### src/rtl/cic3_pkg.sv
// Shared definitions for the CIC3 interpolator and decimator datapaths.
// Holds the filter order, output-width helper and accumulator type.
package cic3_pkg;

  localparam int CIC_ORDER  = 3;
  localparam int CIC_IN_W   = 16;
  localparam int CIC_RATE_W = 8;

  // Full-precision width: input plus (N-1)*log2(R) growth bits.
  function automatic int cic_out_width(input int in_w, input int rate_w);
    return in_w + (CIC_ORDER - 1) * rate_w;
  endfunction

  localparam int CIC_ACC_W = cic_out_width(CIC_IN_W, CIC_RATE_W);

  typedef logic signed [CIC_ACC_W-1:0] cic_acc_t;

endpackage

### src/rtl/cic3_rate_gen.sv
// Phase counter for CIC3 interpolators: slot strobe on the last phase,
// phase0 strobe on the first, both gated by enable.
module cic3_rate_gen
  import cic3_pkg::*;
#(
  parameter int RATE_WIDTH = 8
) (
  input  logic clk,
  input  logic reset,
  input  logic enable,
  output logic slot,
  output logic phase0
);

  logic [RATE_WIDTH-1:0] phase;

  // Free-running counter; parked at 0 while disabled.
  always_ff @(posedge clk or posedge reset) begin
    if (reset)
      phase <= '0;
    else if (!enable)
      phase <= '0;
    else
      phase <= phase + RATE_WIDTH'(1);
  end

  assign slot   = enable && (phase == {RATE_WIDTH{1'b1}});
  assign phase0 = enable && (phase == '0);

endmodule

### src/rtl/cic3_interp.sv
// Third-order CIC interpolator: combs at the slot rate, integrators at clk.
// Optional macro CIC3_INTERP_UNDERFLOW_CNT_EN adds a saturating miss counter.
module cic3_interp
  import cic3_pkg::*;
#(
  parameter int INTERP_FACTOR = 256,
  parameter int RATE_WIDTH    = $clog2(INTERP_FACTOR),
  parameter int IN_WIDTH      = 16,
  parameter int OUT_WIDTH     = cic_out_width(IN_WIDTH, RATE_WIDTH)
) (
  input  logic                 clk,
  input  logic                 reset,
  input  logic                 enable,
  input  logic [IN_WIDTH-1:0]  in_data,
  input  logic                 in_valid,
  output logic                 in_ready,
  output logic [OUT_WIDTH-1:0] out_data,
  output logic                 out_valid,
  output logic                 underflow
`ifdef CIC3_INTERP_UNDERFLOW_CNT_EN
  ,
  output logic [7:0]           underflow_count
`endif
);

  localparam int EXT = OUT_WIDTH - IN_WIDTH;

  logic slot;
  logic phase0;
  logic miss;

  logic signed [OUT_WIDTH-1:0] x;
  logic signed [OUT_WIDTH-1:0] c1, c2, c3;
  logic signed [OUT_WIDTH-1:0] x_d, c1_d, c2_d;
  logic signed [OUT_WIDTH-1:0] comb_out_q;
  logic signed [OUT_WIDTH-1:0] u;
  logic signed [OUT_WIDTH-1:0] i1, i2, i3;

  cic3_rate_gen #(
    .RATE_WIDTH(RATE_WIDTH)
  ) u_rate (
    .clk   (clk),
    .reset (reset),
    .enable(enable),
    .slot  (slot),
    .phase0(phase0)
  );

  assign in_ready = slot;
  assign miss     = slot && !in_valid;

  // Missing sample is replaced by zero; otherwise sign-extend.
  always_comb begin
    x = '0;
    if (in_valid)
      x = {{EXT{in_data[IN_WIDTH-1]}}, in_data};
  end

  assign c1 = x  - x_d;
  assign c2 = c1 - c1_d;
  assign c3 = c2 - c2_d;

  // Comb delays and comb output advance only on slot edges.
  always_ff @(posedge clk or posedge reset) begin
    if (reset) begin
      x_d        <= '0;
      c1_d       <= '0;
      c2_d       <= '0;
      comb_out_q <= '0;
    end else if (!enable) begin
      x_d        <= '0;
      c1_d       <= '0;
      c2_d       <= '0;
      comb_out_q <= '0;
    end else if (slot) begin
      x_d        <= x;
      c1_d       <= c1;
      c2_d       <= c2;
      comb_out_q <= c3;
    end
  end

  // Zero-stuff: the comb result enters only on phase 0.
  assign u = phase0 ? comb_out_q : '0;

  // Integrator cascade at the clk rate.
  always_ff @(posedge clk or posedge reset) begin
    if (reset) begin
      i1 <= '0;
      i2 <= '0;
      i3 <= '0;
    end else if (!enable) begin
      i1 <= '0;
      i2 <= '0;
      i3 <= '0;
    end else begin
      i1 <= i1 + u;
      i2 <= i2 + i1;
      i3 <= i3 + i2;
    end
  end

  assign out_data = i3;

  // Output is valid on every edge taken while enabled.
  always_ff @(posedge clk or posedge reset) begin
    if (reset)
      out_valid <= 1'b0;
    else
      out_valid <= enable;
  end

  // Sticky miss flag survives enable drops; reset only.
  always_ff @(posedge clk or posedge reset) begin
    if (reset)
      underflow <= 1'b0;
    else if (miss)
      underflow <= 1'b1;
  end

`ifdef CIC3_INTERP_UNDERFLOW_CNT_EN
  // Saturating count of missed slots.
  always_ff @(posedge clk or posedge reset) begin
    if (reset)
      underflow_count <= '0;
    else if (miss && underflow_count != 8'hFF)
      underflow_count <= underflow_count + 8'd1;
  end
`endif

endmodule

### config.mk
export PLATFORM = sky130hd
export DESIGN_NAME = cic3_interp
export DESIGN_NICKNAME = d
export VERILOG_FILES = /design/src/rtl/cic3_pkg.sv /design/src/rtl/cic3_rate_gen.sv /design/src/rtl/cic3_interp.sv
export SDC_FILE = /design/constraint.sdc
export NUM_CORES = 1
export LEC_CHECK = 0
export BUFFER_PORTS_ARGS = -buffer_cell sky130_fd_sc_hd__buf_2
export CAP_MARGIN = 5
export CORE_AREA = 2 2 184 150
export CTS_CLUSTER_DIAMETER = 50
export DETAILED_ROUTE_END_ITERATION = 16
export DIE_AREA = 0 0 186 152
export GPL_TIMING_DRIVEN = 1
export PLACE_DENSITY = 0.8
export SLEW_MARGIN = 40
export SYNTH_ARGS = -nofsm -noshare
export SYNTH_HDL_FRONTEND = slang
export SYNTH_SLANG_ARGS = --single-unit
### constraint.sdc
create_clock -name clk -period 8.35 [get_ports clk]
set_input_delay 0.835 -clock clk [delete_from_list [all_inputs] [get_ports clk]]
set_output_delay 0.835 -clock clk [all_outputs]
set_load 0.01 [all_outputs]
==> impl_metrics.json <==
{
  "cp-end-kind": "flip-flop",
  "core_area_mm2": 0.0267,
  "insertion_delay_ps": 560,
  "fin_skew_ps": 17.9,
  "cts.sinks": 218,
  "antenna_cells": 0,
  "routed_wl_um": 36700,
  "cpPeakStageDelay_ps": 620,
  "htree_levels": 1,
  "cts-root-buf": "clkbuf_16",
  "die_w_um": 186,
  "num-fill-cells": 2085,
  "yosysTopAreaCell": "dfrtp_1",
  "share_comb_of_total_power": 0.285,
  "synth_nets": 2185,
  "track_usage": 0.261,
  "grt_max_degree": 85,
  "worstMarginPinSlew_ps": 791,
  "via_per_inst": 5.85,
  "ys.flop_type": "dfrtp_1",
  "max-slew-margin-rel": 0.472,
  "worstPathArrival_ps": 7320,
  "post_cts_resized": 0,
  "pre_cts_ws_ps": 1070,
  "post_drt_wl_per_cell_um": 15.3,
  "swShare": 0.321,
  "cp_slowest_cell": "o41ai_4",
  "cpMostUsedCell": "o21ai_0",
  "seqPwrFrac": 0.305,
  "switching_power_uw": 1120,
  "status": "complete, no violations",
  "fin_ws_ps": 1440,
  "cts_setup_buffers": 0,
  "grt_overflow_total": 0,
  "irDropWorstVdd_mv": 0.177,
  "drtIter0Drc": 783,
  "fp.dieArea_mm2": 0.0283,
  "vias": 14034,
  "rsz0062_at_grt": "no",
  "synth-edff-count": 0,
  "dp_hpwl_um": 26200,
  "final_common_cell": "nand2_1",
  "slew_viol_final": 0,
  "synthDominantCellAreaShare": 0.327,
  "fin_tns_setup_ps": 0,
  "synthToLayoutAreaGrowth_pct": 10.5,
  "fin_total_pwr_uw": 3480,
  "grt_pass1_wl_um": 62200,
  "setup.worst_path.start_class": "input port",
  "rrSetupSlack_ps": 1680,
  "cts.path.max_buffers": 3,
  "cts_buffers": 30,
  "dr.pass1.iters": 5,
  "fmax_mhz": 145,
  "syn_avg_cell_area_um2": 8.40,
  "crit_fanout": 18,
  "final_area_mm2": 0.0184,
  "final_antenna_net_count": 0,
  "ys_top_cells_by_area": "dfrtp_1, ha_1, a21oi_1, nand2_1, a21o_1",
  "syn_area_mm2": 0.0167,
  "gp_congestion": 0.955,
  "antenna_found_initial": 0,
  "synth_seq_area_share": 0.327,
  "row_count": 54,
  "clk_pin_slew_worst_paths_ps": 60,
  "final-hold-violation-count": 0,
  "dieHeight_um": 152,
  "syn_inst": 1985,
  "layout.nets": 2213,
  "period_needed_ps": 6910,
  "fin_crit_sh": 0.827,
  "port_buffers": 54,
  "mostFrequentLayoutCells": "nand2_1, dfrtp_1, a21oi_1, ha_1, nor2_1",
  "io_pins": 55,
  "worstPathRequired_ps": 8760,
  "tritoncts": "done",
  "async_flop_share": 1.00,
  "placedInstanceArea_mm2": 0.0173,
  "setup_viol_count_final": 0,
  "final_core_util": 0.690,
  "hold_class": "input port to asynchronous set/reset pin",
  "grt_pass1_vias": 13227,
  "worstSetupPathType": "input port to flip-flop",
  "ys.warnings.count": 0,
  "power_density_mw_per_mm2": 189,
  "ctsHoldBuffers": 0,
  "drc_errors": 0,
  "layout-drive-gt1-share": 0.0746,
  "leakagePower_uw": 0.00892,
  "clockPowerShare": 0.410,
  "initial_core_util": 0.625,
  "ys_ff_latch": 218,
  "maxCapViolations": 0,
  "internal-power_uw": 2360,
  "synth.distinct_cells": 72
}
-- metrics by stage --
step | hold slack (ps) | std cells
floorplan | 442 | 1985
global placement | 460 | 2344
detailed placement | 467 | 2344
CTS | 357 | 2400
global route | 379 | 2401
finish | 324 | 2401
-- worst max-delay path, delay by kind of cell --
kind | cells | cell delay (ps)
AOI/OAI and AO/OA | 20 | 4230
adders and majority gates | 3 | 900
and+or+nand+nor | 6 | 850
xor gates and xnor gates | 2 | 280
buffers and inverters | 1 | 220
-- cells in the mapped netlist (10+ instances only) --
| cell | n |
|---|---|
| and2_1 | 67 |
| nand2b_1 | 23 |
| nand4_1 | 17 |
| o21bai_1 | 13 |
| a211oi_1 | 25 |
| nor3_1 | 32 |
| o31ai_1 | 13 |
| ha_1 | 173 |
| xor2_1 | 58 |
| a21oi_1 | 201 |
| xnor2_1 | 77 |
| nor2b_1 | 28 |
| nand3_1 | 56 |
| nor2_1 | 161 |
| nand2_1 | 223 |
| o21a_1 | 47 |
| and3_1 | 16 |
| a21o_1 | 94 |
| o21ai_0 | 84 |
| a31oi_1 | 13 |
| dfrtp_1 | 218 |
| or3_1 | 10 |
| inv_1 | 124 |
| clkbuf_1 | 62 |
| o211ai_1 | 17 |
-- sequential cells by signal, indices dropped and copies added, names as in the netlist --
register      flops
c1_d             32
c2_d             32
comb_out_q       32
i1               32
i2               32
out_data         32
out_valid         1
u_rate.phase      8
underflow         1
x_d              16
-- power by group through the flow --
stage | logic, uW | clock network, uW | registers, uW
2_1_floorplan | 777 | 0 | 1080
3_3_place_gp | 939 | 0 | 1080
3_5_place_dp | 964 | 0 | 1080
4_1_cts | 974 | 1450 | 1060
5_1_grt | 1100 | 1500 | 1060
6_report | 991 | 1430 | 1060
-- area by class of cell --
cell class	instances	area [um^2]	area share
Tap cell	364	455	0.0247
Clock inverter	21	299	0.0162
Inverter	124	475	0.0258
Timing Repair Buffer	65	369	0.0200
Multi-Input combinational cell	1574	10500	0.572
Sequential cell	218	5460	0.296
Clock buffer	35	831	0.0451
-- metal layers --
layer / up-vias / GRT usage / part of all wire
met5: - / 0 / 0
met4: 0 / 0.0742 / 0.027
met3: 87 / 0.0374 / 0.049
met2: 373 / 0.421 / 0.45
met1: 6474 / 0.366 / 0.47
li1: 7100 / - / -
-- logic make-up after synthesis --
kind of cell | after synthesis | share of synthesized area
and+or+nand+nor | 663 | 0.187
AOI/OAI and AO/OA | 591 | 0.230
DFF | 218 | 0.327
buffers and inverters | 193 | 0.0436
adders and majority gates | 180 | 0.138
xor gates and xnor gates | 135 | 0.0709
muxes | 5 | 0.00300
-- worst paths after layout --
check,start,to,depth (start not counted)
max in group asynchronous,reset,out_data[21],3
max reg2reg,x_d[2],comb_out_q[31],31
min in group clk,c1_d[29],c1_d[29],1
min,reset,x_d[4],2
min reg2reg,c1_d[29],c1_d[29],1
max,in_valid,comb_out_q[31],32
(Power assumes the default switching activity.)
